## src/rtl/row_buffer_writer_rr_if.sv

```systemverilog
// Beat-in / bank-write-out bus for the round-robin row buffer writer.
// master = frame source side, slave = writer block.
interface row_buffer_writer_rr_if #(
    parameter int DATA_WIDTH = 8,
    parameter int IW         = 7,
    parameter int WH         = 2,
    parameter int BANKS      = 4,
    parameter int ADDR_WIDTH = 16
);
    localparam int BW = (BANKS > 1) ? $clog2(BANKS) : 1;

    logic                               start;
    logic [BW-1:0]                      start_bank;
    logic                               in_valid;
    logic                               in_ready;
    logic [WH*IW*DATA_WIDTH-1:0]        in_data;
    logic [BANKS-1:0]                   wr_en;
    logic [BANKS*ADDR_WIDTH-1:0]        wr_addr;
    logic [BANKS*IW*DATA_WIDTH-1:0]     wr_data;
    logic                               busy;
    logic                               done;

    modport master (
        output start, start_bank, in_valid, in_data,
        input  in_ready, wr_en, wr_addr, wr_data, busy, done
    );

    modport slave (
        input  start, start_bank, in_valid, in_data,
        output in_ready, wr_en, wr_addr, wr_data, busy, done
    );
endinterface

```

## src/rtl/row_buffer_writer_rr.sv

```systemverilog
// Scatters WH-row input beats across BANKS row-buffer RAMs in round-robin
// order starting at start_bank; each bank addresses its own writes from 0.

module row_buffer_writer_rr_bank #(
    parameter int WORD_W     = 56,
    parameter int WH         = 2,
    parameter int BANKS      = 4,
    parameter int ADDR_WIDTH = 16,
    parameter int BANK_ID    = 0,
    parameter int BW         = 2
) (
    input  logic                       clk,
    input  logic                       rst,
    input  logic                       clr,
    input  logic                       fire,
    input  logic [BW-1:0]              base,
    input  logic [BW:0]                nrows,
    input  logic [WH-1:0][WORD_W-1:0]  rows,
    output logic                       wr_en,
    output logic [ADDR_WIDTH-1:0]      wr_addr,
    output logic [WORD_W-1:0]          wr_data
);
    localparam logic [BW:0] ID = (BW+1)'(BANK_ID);
    localparam logic [BW:0] NB = (BW+1)'(BANKS);

    logic [BW:0]           off;
    logic                  hit;
    logic [WORD_W-1:0]     word;
    logic [ADDR_WIDTH-1:0] cnt;

    // Slot within the current beat that lands on this bank: (ID - base) mod BANKS.
    // WH <= BANKS guarantees at most one slot per bank per beat.
    always_comb begin
        off  = (ID >= {1'b0, base}) ? ID - {1'b0, base} : ID + NB - {1'b0, base};
        hit  = fire && (off < nrows);
        word = '0;
        for (int r = 0; r < WH; r++)
            if (off == (BW+1)'(r)) word = rows[r];
    end

    always_ff @(posedge clk or posedge rst) begin
        if (rst) begin
            cnt     <= '0;
            wr_en   <= 1'b0;
            wr_addr <= '0;
            wr_data <= '0;
        end else begin
            wr_en   <= hit;
            wr_data <= hit ? word : '0;
            if (clr) begin
                cnt <= '0;
            end else if (hit) begin
                wr_addr <= cnt;
                cnt     <= cnt + 1'b1;
            end
        end
    end
endmodule

module row_buffer_writer_rr #(
    parameter int DATA_WIDTH = 8,
    parameter int IW         = 7,
    parameter int WH         = 2,
    parameter int BANKS      = 4,
    parameter int ROWS       = 9,
    parameter int ADDR_WIDTH = 16
) (
    input  logic                  clk,
    input  logic                  rst,
    row_buffer_writer_rr_if.slave bus
);
    localparam int BW     = (BANKS > 1) ? $clog2(BANKS) : 1;
    localparam int WORD_W = IW * DATA_WIDTH;
    localparam int BEATS  = (ROWS + WH - 1) / WH;
    localparam int KW     = (BEATS > 1) ? $clog2(BEATS) : 1;

    localparam logic [KW-1:0] LAST_K = KW'(BEATS - 1);
    localparam logic [BW:0]   WH_N   = (BW+1)'(WH);
    localparam logic [BW:0]   LAST_N = (BW+1)'(ROWS - (BEATS - 1) * WH);
    localparam logic [BW:0]   NB     = (BW+1)'(BANKS);

    localparam logic [1:0] S_IDLE  = 2'd0;
    localparam logic [1:0] S_RUN   = 2'd1;
    localparam logic [1:0] S_FLUSH = 2'd2;
    localparam logic [1:0] S_DONE  = 2'd3;

    logic [1:0]    state;
    logic [KW-1:0] beat;
    logic [BW-1:0] base;
    logic [BW-1:0] base_nxt;
    logic [BW:0]   base_sum;
    logic [BW:0]   nrows;
    logic          start_acc;
    logic          fire;
    logic          last;

    logic [WH-1:0][WORD_W-1:0]        rows;
    logic [BANKS-1:0]                 en_v;
    logic [BANKS-1:0][ADDR_WIDTH-1:0] addr_v;
    logic [BANKS-1:0][WORD_W-1:0]     data_v;

    assign rows         = bus.in_data;
    assign bus.wr_en    = en_v;
    assign bus.wr_addr  = addr_v;
    assign bus.wr_data  = data_v;
    assign bus.in_ready = (state == S_RUN);
    assign bus.busy     = (state != S_IDLE);
    assign bus.done     = (state == S_DONE);

    assign start_acc = (state == S_IDLE) && bus.start;
    assign fire      = (state == S_RUN) && bus.in_valid;
    assign last      = (beat == LAST_K);
    assign nrows     = last ? LAST_N : WH_N;

    // Rotate the base bank by WH per beat; one conditional subtract suffices.
    assign base_sum = {1'b0, base} + WH_N;
    assign base_nxt = BW'((base_sum >= NB) ? base_sum - NB : base_sum);

    always_ff @(posedge clk or posedge rst) begin
        if (rst) begin
            state <= S_IDLE;
            beat  <= '0;
            base  <= '0;
        end else begin
            case (state)
                S_IDLE: if (start_acc) begin
                    state <= S_RUN;
                    beat  <= '0;
                    base  <= bus.start_bank;
                end
                S_RUN: if (fire) begin
                    base <= base_nxt;
                    if (last) state <= S_FLUSH;
                    else      beat  <= beat + 1'b1;
                end
                S_FLUSH: state <= S_DONE;
                default: state <= S_IDLE;
            endcase
        end
    end

    for (genvar b = 0; b < BANKS; b++) begin : g_bank
        row_buffer_writer_rr_bank #(
            .WORD_W     (WORD_W),
            .WH         (WH),
            .BANKS      (BANKS),
            .ADDR_WIDTH (ADDR_WIDTH),
            .BANK_ID    (b),
            .BW         (BW)
        ) u_bank (
            .clk     (clk),
            .rst     (rst),
            .clr     (start_acc),
            .fire    (fire),
            .base    (base),
            .nrows   (nrows),
            .rows    (rows),
            .wr_en   (en_v[b]),
            .wr_addr (addr_v[b]),
            .wr_data (data_v[b])
        );
    end
endmodule

```

## src/flat_wrapper.sv

```systemverilog
// flat-port wrapper written by rule: the top's interface ports become plain ports
module row_buffer_writer_rr_flat 
#(
    parameter int DATA_WIDTH = 8,
    parameter int IW         = 7,
    parameter int WH         = 2,
    parameter int BANKS      = 4,
    parameter int ROWS       = 9,
    parameter int ADDR_WIDTH = 16
)
  (clk, rst, bus_start, bus_start_bank, bus_in_valid, bus_in_data, bus_in_ready, bus_wr_en, bus_wr_addr, bus_wr_data, bus_busy, bus_done);
  row_buffer_writer_rr_if #(.DATA_WIDTH(DATA_WIDTH), .IW(IW), .WH(WH), .BANKS(BANKS), .ADDR_WIDTH(ADDR_WIDTH)) bus_i ();
  input  logic clk;
  input  logic rst;
  input wire logic [$bits(bus_i.start)-1:0] bus_start;
  input wire logic [$bits(bus_i.start_bank)-1:0] bus_start_bank;
  input wire logic [$bits(bus_i.in_valid)-1:0] bus_in_valid;
  input wire logic [$bits(bus_i.in_data)-1:0] bus_in_data;
  output wire logic [$bits(bus_i.in_ready)-1:0] bus_in_ready;
  output wire logic [$bits(bus_i.wr_en)-1:0] bus_wr_en;
  output wire logic [$bits(bus_i.wr_addr)-1:0] bus_wr_addr;
  output wire logic [$bits(bus_i.wr_data)-1:0] bus_wr_data;
  output wire logic [$bits(bus_i.busy)-1:0] bus_busy;
  output wire logic [$bits(bus_i.done)-1:0] bus_done;
  assign bus_i.start = bus_start;
  assign bus_i.start_bank = bus_start_bank;
  assign bus_i.in_valid = bus_in_valid;
  assign bus_i.in_data = bus_in_data;
  assign bus_in_ready = bus_i.in_ready;
  assign bus_wr_en = bus_i.wr_en;
  assign bus_wr_addr = bus_i.wr_addr;
  assign bus_wr_data = bus_i.wr_data;
  assign bus_busy = bus_i.busy;
  assign bus_done = bus_i.done;
  row_buffer_writer_rr #(.DATA_WIDTH(DATA_WIDTH), .IW(IW), .WH(WH), .BANKS(BANKS), .ROWS(ROWS), .ADDR_WIDTH(ADDR_WIDTH)) u_core (.clk(clk), .rst(rst), .bus(bus_i));
endmodule
```

## config.mk

```make
export PLATFORM = sky130hd
export DESIGN_NAME = row_buffer_writer_rr_flat
export DESIGN_NICKNAME = d
export VERILOG_FILES = /design/src/rtl/row_buffer_writer_rr_if.sv /design/src/rtl/row_buffer_writer_rr.sv /design/src/flat_wrapper.sv
export SDC_FILE = /design/constraint.sdc
export NUM_CORES = 1
export LEC_CHECK = 0
export ABC_CLOCK_PERIOD_IN_PS = 3500
export CORE_MARGIN = 2
export CORE_UTILIZATION = 49
export CTS_BUF_LIST = sky130_fd_sc_hd__clkbuf_4 sky130_fd_sc_hd__clkbuf_8 sky130_fd_sc_hd__clkbuf_16
export DETAILED_ROUTE_END_ITERATION = 12
export GPL_ROUTABILITY_DRIVEN = 0
export HOLD_SLACK_MARGIN = 0.06
export PLACE_DENSITY = 0.92
export SLEW_MARGIN = 20
export SYNTH_ARGS = -nofsm -noshare
export SYNTH_HDL_FRONTEND = slang
export SYNTH_HIERARCHICAL = 1
export SYNTH_SLANG_ARGS = --single-unit
```

## constraint.sdc

```tcl
create_clock -name clk -period 3.5 [get_ports clk]
set_clock_uncertainty 0.1 [all_clocks]
set_input_delay 0.7 -clock clk [delete_from_list [all_inputs] [get_ports clk]]
set_output_delay 0.7 -clock clk [all_outputs]
set_load 0.02 [all_outputs]
```

==> flow_summary.yaml, run 1 <==
run_status:
  status: "completed"
grt:
  grt_util_all_layers_pct: 31.1
  grt_pass1_wl_mm: 79.5
  grt_pass1_vias: 13600
  antenna_found_initial: 3
  grt_overflow: 0
  grt_max_degree: 58
cells_and_area:
  design_area_um2: 21300
  areaGrowthSynthToFinish_pct: 39.2
  drive_gt1_share_pct: 9.60
  fin_nets: 1886
clock_network:
  hold_buffers: 0
  ctsRootBufferMaster: "clkbuf_16"
  cts.sinks: 363
  htree_levels: 2
  cts.path.max_buffers: 3
  cts_made_buffers: 38
  clkLatencyLatePin_ns: 0.51
  cts.clk_slew.worst_paths_ns: 0.06
  post_cts_resized: 0
  post_cts_buffers: 0
  cts_tree: "yes"
critical_path:
  r2r_cells: 11
  r2r-start: "u_core/beat[0]"
  worstSetupPathDepth: 11
  endpoint_kind: "flop"
  path_class: "flop to flop"
  rrSetupSlack_ns: 0.35
  r2r_end: "u_core/g_bank[1].u_bank/wr_data[42]"
  crit_path_max_incr_delay_ns: 0.68
  path_cells: "inv_1 > ha_1 > nand2_1 > inv_1 > ha_1 > nand2_1 > o211ai_2 > inv_2 > nand2b_2 > buf_4 > nor2_1"
  crit_path_top_delay_cell: "o211ai_2"
  crit_start: "u_core/beat[0]"
  cp_top_family: "buffers and inverters"
  start_kind: "flop"
  setup.worst_path.end: "u_core/g_bank[1].u_bank/wr_data[42]"
  path_max_fanout: 35
  worstPathArrival_ns: 3.41
  critPathBufInv: 4
  critical_path_required_ns: 3.76
synth:
  yosysSeqAreaShare_pct: 59.3
  synth_area_um2: 15300
  ys.flop_type: "dfrtp_1"
  synth_edf_count: 0
  synth_seq_cells: 363
  yosys_warnings: 6
  synth.area.top_cells: "dfrtp_1 (59%), mux2i_1 (7.6%), nor2_1 (6.2%), a22oi_1 (5.4%), mux2_1 (2.4%)"
  synth_area_leader_cell: "dfrtp_1"
  netlist_instances: 1332
  async_flop_share_pct: 100
  avgSynthCellArea_um2: 11.5
  synth.distinct_cells: 62
  yosys.area.top_type_share_pct: 59.3
sta:
  report.final.setup_viol: 0
  period_share_pct: 90.0
  tightest_slew_ns: 0.874
  max_freq_mhz: 318
  rsz0062_at_grt: "no"
  period_minus_slack_ns: 3.15
  finalMaxSlewViolations: 0
  final_hold_viol_count: 0
  tns_ns: 0
  slew_headroom_pct: 41.7
  fin_ws_ns: 0.351
die:
  dieArea_um2: 32700
  core_area_um2: 30700
  dieHeight_um: 181
  start_util_pct: 50.0
  pin_count: 413
  rows: 64
  die_x_um: 181
hold_path:
  hp-class: "flop to flop"
drt:
  drt_wl_total_mm: 51.5
  drc: 0
  vias: 13100
  wl_per_cell_um: 23.8
  drtPass1Iterations: 5
  drt_iter0_drc: 1293
  vias_per_cell: 6.03
  ant_nets: 0
place:
  hpwl_mm: 34.6
  io_buffer_count: 412
  dpl_cell_area_um2: 20000
  dp_slack_ns: 0.413
power_and_ir_drop:
  ir_worst_vdd_v: 0.000435
  powerDensity_nw_per_um2: 629
  p_leak_nw: 9.55
run:
  drv_cap: 0
sequential cells by signal (all words and copies together), names as in the netlist:
signal	flops
u_core/g_bank.u_bank/cnt	64
u_core/g_bank.u_bank/wr_data	224
u_core/beat	3
u_core/base	2
u_core/g_bank.u_bank/wr_en	4
u_core/g_bank.u_bank/wr_addr	64
u_core/state	2
layout by cell type (no fill, tap or decap), types with 11 or more instances in the layout:
master	n
nand2_1	34
inv_1	33
o21ai_0	11
a22oi_1	110
dfrtp_1	362
nor2_1	252
nand3_1	20
mux2_1	33
o31ai_1	25
nand4_1	13
or4_1	26
clkdlybuf4s50_1	412
clkbuf_16	41
mux2_2	33
mux2i_1	116
ha_1	20
xor2_1	12
buf_4	34
a21oi_1	43
routing by layer:
layer / share of wire (%) / vias to the layer above / global-route usage (%)
li1: - / 5500 / -
met1: 37 / 6481 / 38.2
met2: 48 / 902 / 50.8
met3: 9.6 / 179 / 7.98
met4: 5.3 / 2 / 16.2
met5: 0.017 / - / 0
worst min-delay path by stage:
stage          cells past startpoint                                start                                  end
3_3_place_gp                       1   u_core/g_bank[1].u_bank/wr_addr[5]   u_core/g_bank[1].u_bank/wr_addr[5]
2_1_floorplan                      1      u_core/g_bank[0].u_bank/cnt[15]  u_core/g_bank[0].u_bank/wr_addr[15]
3_5_place_dp                       1  u_core/g_bank[1].u_bank/wr_addr[11]  u_core/g_bank[1].u_bank/wr_addr[11]
6_report                           1  u_core/g_bank[1].u_bank/wr_addr[11]  u_core/g_bank[1].u_bank/wr_addr[11]
4_1_cts                            1  u_core/g_bank[1].u_bank/wr_addr[11]  u_core/g_bank[1].u_bank/wr_addr[11]
5_1_grt                            1   u_core/g_bank[1].u_bank/wr_addr[8]   u_core/g_bank[1].u_bank/wr_addr[8]
Yosys cell counts (3+ instances only):
| library cell | number |
|---|---|
| mux2_2 | 33 |
| or3_1 | 10 |
| a22oi_1 | 110 |
| xor2_1 | 12 |
| nand4_1 | 13 |
| inv_2 | 3 |
| nor4_1 | 3 |
| clkbuf_1 | 47 |
| a21oi_1 | 43 |
| and4_1 | 5 |
| buf_2 | 22 |
| nand2_1 | 35 |
| and3_1 | 3 |
| o21ai_1 | 7 |
| inv_1 | 37 |
| nor3_1 | 4 |
| mux2i_1 | 116 |
| o31ai_1 | 25 |
| o21ai_0 | 11 |
| mux2_1 | 33 |
| xnor2_1 | 8 |
| nor2_1 | 252 |
| dfrtp_1 | 363 |
| and2_1 | 5 |
| nand3_1 | 20 |
| or4_1 | 26 |
| o2111ai_1 | 3 |
| nor2b_1 | 9 |
| buf_1 | 11 |
| ha_1 | 22 |
cell families (layout without fill, tap and decap cells):
family,after synthesis,in the layout,synth area share (%)
AND/OR/NAND/NOR,403,403,12.2
flip-flops,363,363,59.3
AO/OA/AOI/OAI,217,217,9.86
multiplexers,182,182,12.4
buffers and inverters,123,557,3.27
adder cells (fa/ha/maj),22,22,1.80
XOR/XNOR,20,20,1.14
other,2,8,0.0490
where the power goes:
| group | internal [mW] | total [mW] | switching (mW) |
|---|---|---|---|
| registers | 4.56 | 4.81 | 0.244 |
| logic | 1.78 | 4.55 | 2.77 |
| clock network | 2.45 | 4.06 | 1.61 |
| total | 8.79 | 13.4 | 4.62 |
through the flow:
stage | hold slack (ns) | utilization [%] | std cells | power [mW]
2_1_floorplan | 0.374 | - | 1336 | 7.50
6_report | 0.385 | 69.6 | 2168 | 13.4
4_1_cts | 0.390 | 69.5 | 2165 | 13.4
5_1_grt | 0.413 | 69.6 | 2168 | 13.9
3_3_place_gp | 0.370 | 65.3 | 2101 | 9.10
3_5_place_dp | 0.377 | 65.3 | 2101 | 9.26
area by class of cell:
type,count,area [um^2]
antenna,2,5.00
clock buffer,57,1210
clock inverter,7,62.6
fill,2043,9330
inverter,41,165
multi-input combinational,850,5810
sequential,363,9090
tap,396,495
timing repair buffer,452,4510
Power figures use the tool's default switching activity.
==> run 2, diff against run 1 <==
CORE_MARGIN = unset   (was 2)
==> flow_summary.yaml, run 2 (same netlist as run 1, synthesis figures left out) <==
cells_and_area:
  fin_nets: 1880
  drive_gt1_share_pct: 9.60
  final_common_cell: "clkdlybuf4s50_1"
  areaGrowthSynthToFinish_pct: 39.3
  largestRegisters: "u_core/g_bank.u_bank/wr_data (224), u_core/g_bank.u_bank/cnt (64), u_core/g_bank.u_bank/wr_addr (64)"
  largest_reg_flops: 224
  final_cell_mix: "clkdlybuf4s50_1 (412), dfrtp_1 (362), nor2_1 (252)"
  top_register: "u_core/g_bank.u_bank/wr_data"
clock_network:
  ctsRootBufferMaster: "clkbuf_16"
  hold_buffers: 0
  cts.sinks: 363
  cts.path.max_buffers: 3
  post_cts_buffers: 0
  cts.clk_slew.worst_paths_ns: 0.06
  htree_levels: 2
  clkLatencyLatePin_ns: 0.52
  cts_tree: "yes"
  post_cts_resized: 0
  cts_made_buffers: 39
sta:
  final_hold_viol_count: 0
  tns_ns: 0
  finalMaxSlewViolations: 0
  period_share_pct: 88.8
  tightest_slew_ns: 0.986
  max_freq_mhz: 322
  report.final.setup_viol: 0
  rsz0062_at_grt: "no"
  period_minus_slack_ns: 3.11
  slew_headroom_pct: 34.2
grt:
  grt_pass1_vias: 13300
  grt_overflow: 0
  top_usage_layer: "met2"
  grt_use_met2_pct: 52.0
  grt_util_met3_pct: 8.33
  antenna_found_initial: 2
  grt_util_all_layers_pct: 31.4
  grt_pass1_wl_mm: 76.0
  grtUsageMet1_pct: 37.5
  grt_max_degree: 76
critical_path:
  path_max_fanout: 19
  endpoint_kind: "flop"
  worstPathArrival_ns: 3.40
  start_kind: "flop"
  path_class: "flop to flop"
  critical_path_required_ns: 3.79
die:
  start_util_pct: 50.0
  dieHeight_um: 179
  die_x_um: 179
  pin_count: 413
  rows: 64
  core_area_um2: 30700
  dieArea_um2: 32000
run:
  drv_cap: 0
drt:
  drt_wl_total_mm: 51.0
  vias_per_cell: 5.97
  drt_iter0_drc: 1342
  drc: 0
  ant_nets: 0
  vias: 12900
  drtPass1Iterations: 8
  wl_per_cell_um: 23.5
hold_path:
  hp-class: "flop to flop"
power_and_ir_drop:
  p_leak_nw: 9.55
  powerDensity_nw_per_um2: 635
  ir_worst_vdd_v: 0.000419
  p_total_mw: 13.6
run_status:
  status: "completed"
place:
  io_buffer_count: 412
  hpwl_mm: 33.2
-- run 2: final cells by class --
type                            instances  area (um^2)
Fill cell                            2047         9310
Multi-Input combinational cell        850         5810
Sequential cell                       363         9090
Tap cell                              396          495
Antenna cell                            2         5.00
Clock buffer                           58         1210
Inverter                               41          165
Timing Repair Buffer                  445         4460
Clock inverter                         13          128
-- run 2: final timing paths --
| kind | startpoint | end | slack (ns) | cells past startpoint |
|---|---|---|---|---|
| setup / recovery | u_core/beat[0] | u_core/g_bank[0].u_bank/cnt[15] | 0.39 | 9 |
| hold / removal | u_core/g_bank[1].u_bank/wr_addr[8] | u_core/g_bank[1].u_bank/wr_addr[8] | 0.39 | 1 |
| setup reg to reg | u_core/beat[0] | u_core/g_bank[0].u_bank/cnt[15] | 0.39 | 9 |
| hold reg to reg | u_core/g_bank[1].u_bank/wr_addr[8] | u_core/g_bank[1].u_bank/wr_addr[8] | 0.39 | 1 |
| max in group asynchronous | rst | u_core/g_bank[1].u_bank/wr_data[51] | 1.77 | 3 |
| min in group asynchronous | rst | u_core/state[0] | 0.71 | 2 |
-- run 2: metal layers --
metal,up-vias,part of all wire [%]
met5,-,0
met4,0,5.5
met3,212,9.6
met2,879,49
met1,6350,36
li1,5494,-
-- run 2: metrics by stage --
stage	cells	utilization, %	instance area, um^2	hold WS, ns	setup slack [ns]
floorplan	1336	-	15300	0.374	0.393
global placement	2095	65.3	20000	0.371	0.541
detailed placement	2095	65.3	20000	0.374	0.452
CTS	2166	69.6	21400	0.389	0.396
global route	2166	69.6	21400	0.404	0.157
finish	2168	69.6	21400	0.387	0.393
-- run 2: worst max-delay path: stages, from the launching register on --
cell	delay [ns]
dfrtp_1	0.35
inv_1	0.08
ha_1	0.22
nand2_1	0.21
inv_1	0.07
ha_1	0.25
nor3b_4	0.35
o2111ai_2	0.47
nor4_1	0.49
mux2_1	0.38
-- run 2: report_power, final --
group          total [mW]  switching (mW)  internal, mW  leakage, nW
clock                4.27            1.71          2.55        0.677
sequential           4.80           0.240          4.56         5.03
combinational        4.50            2.75          1.75         3.84
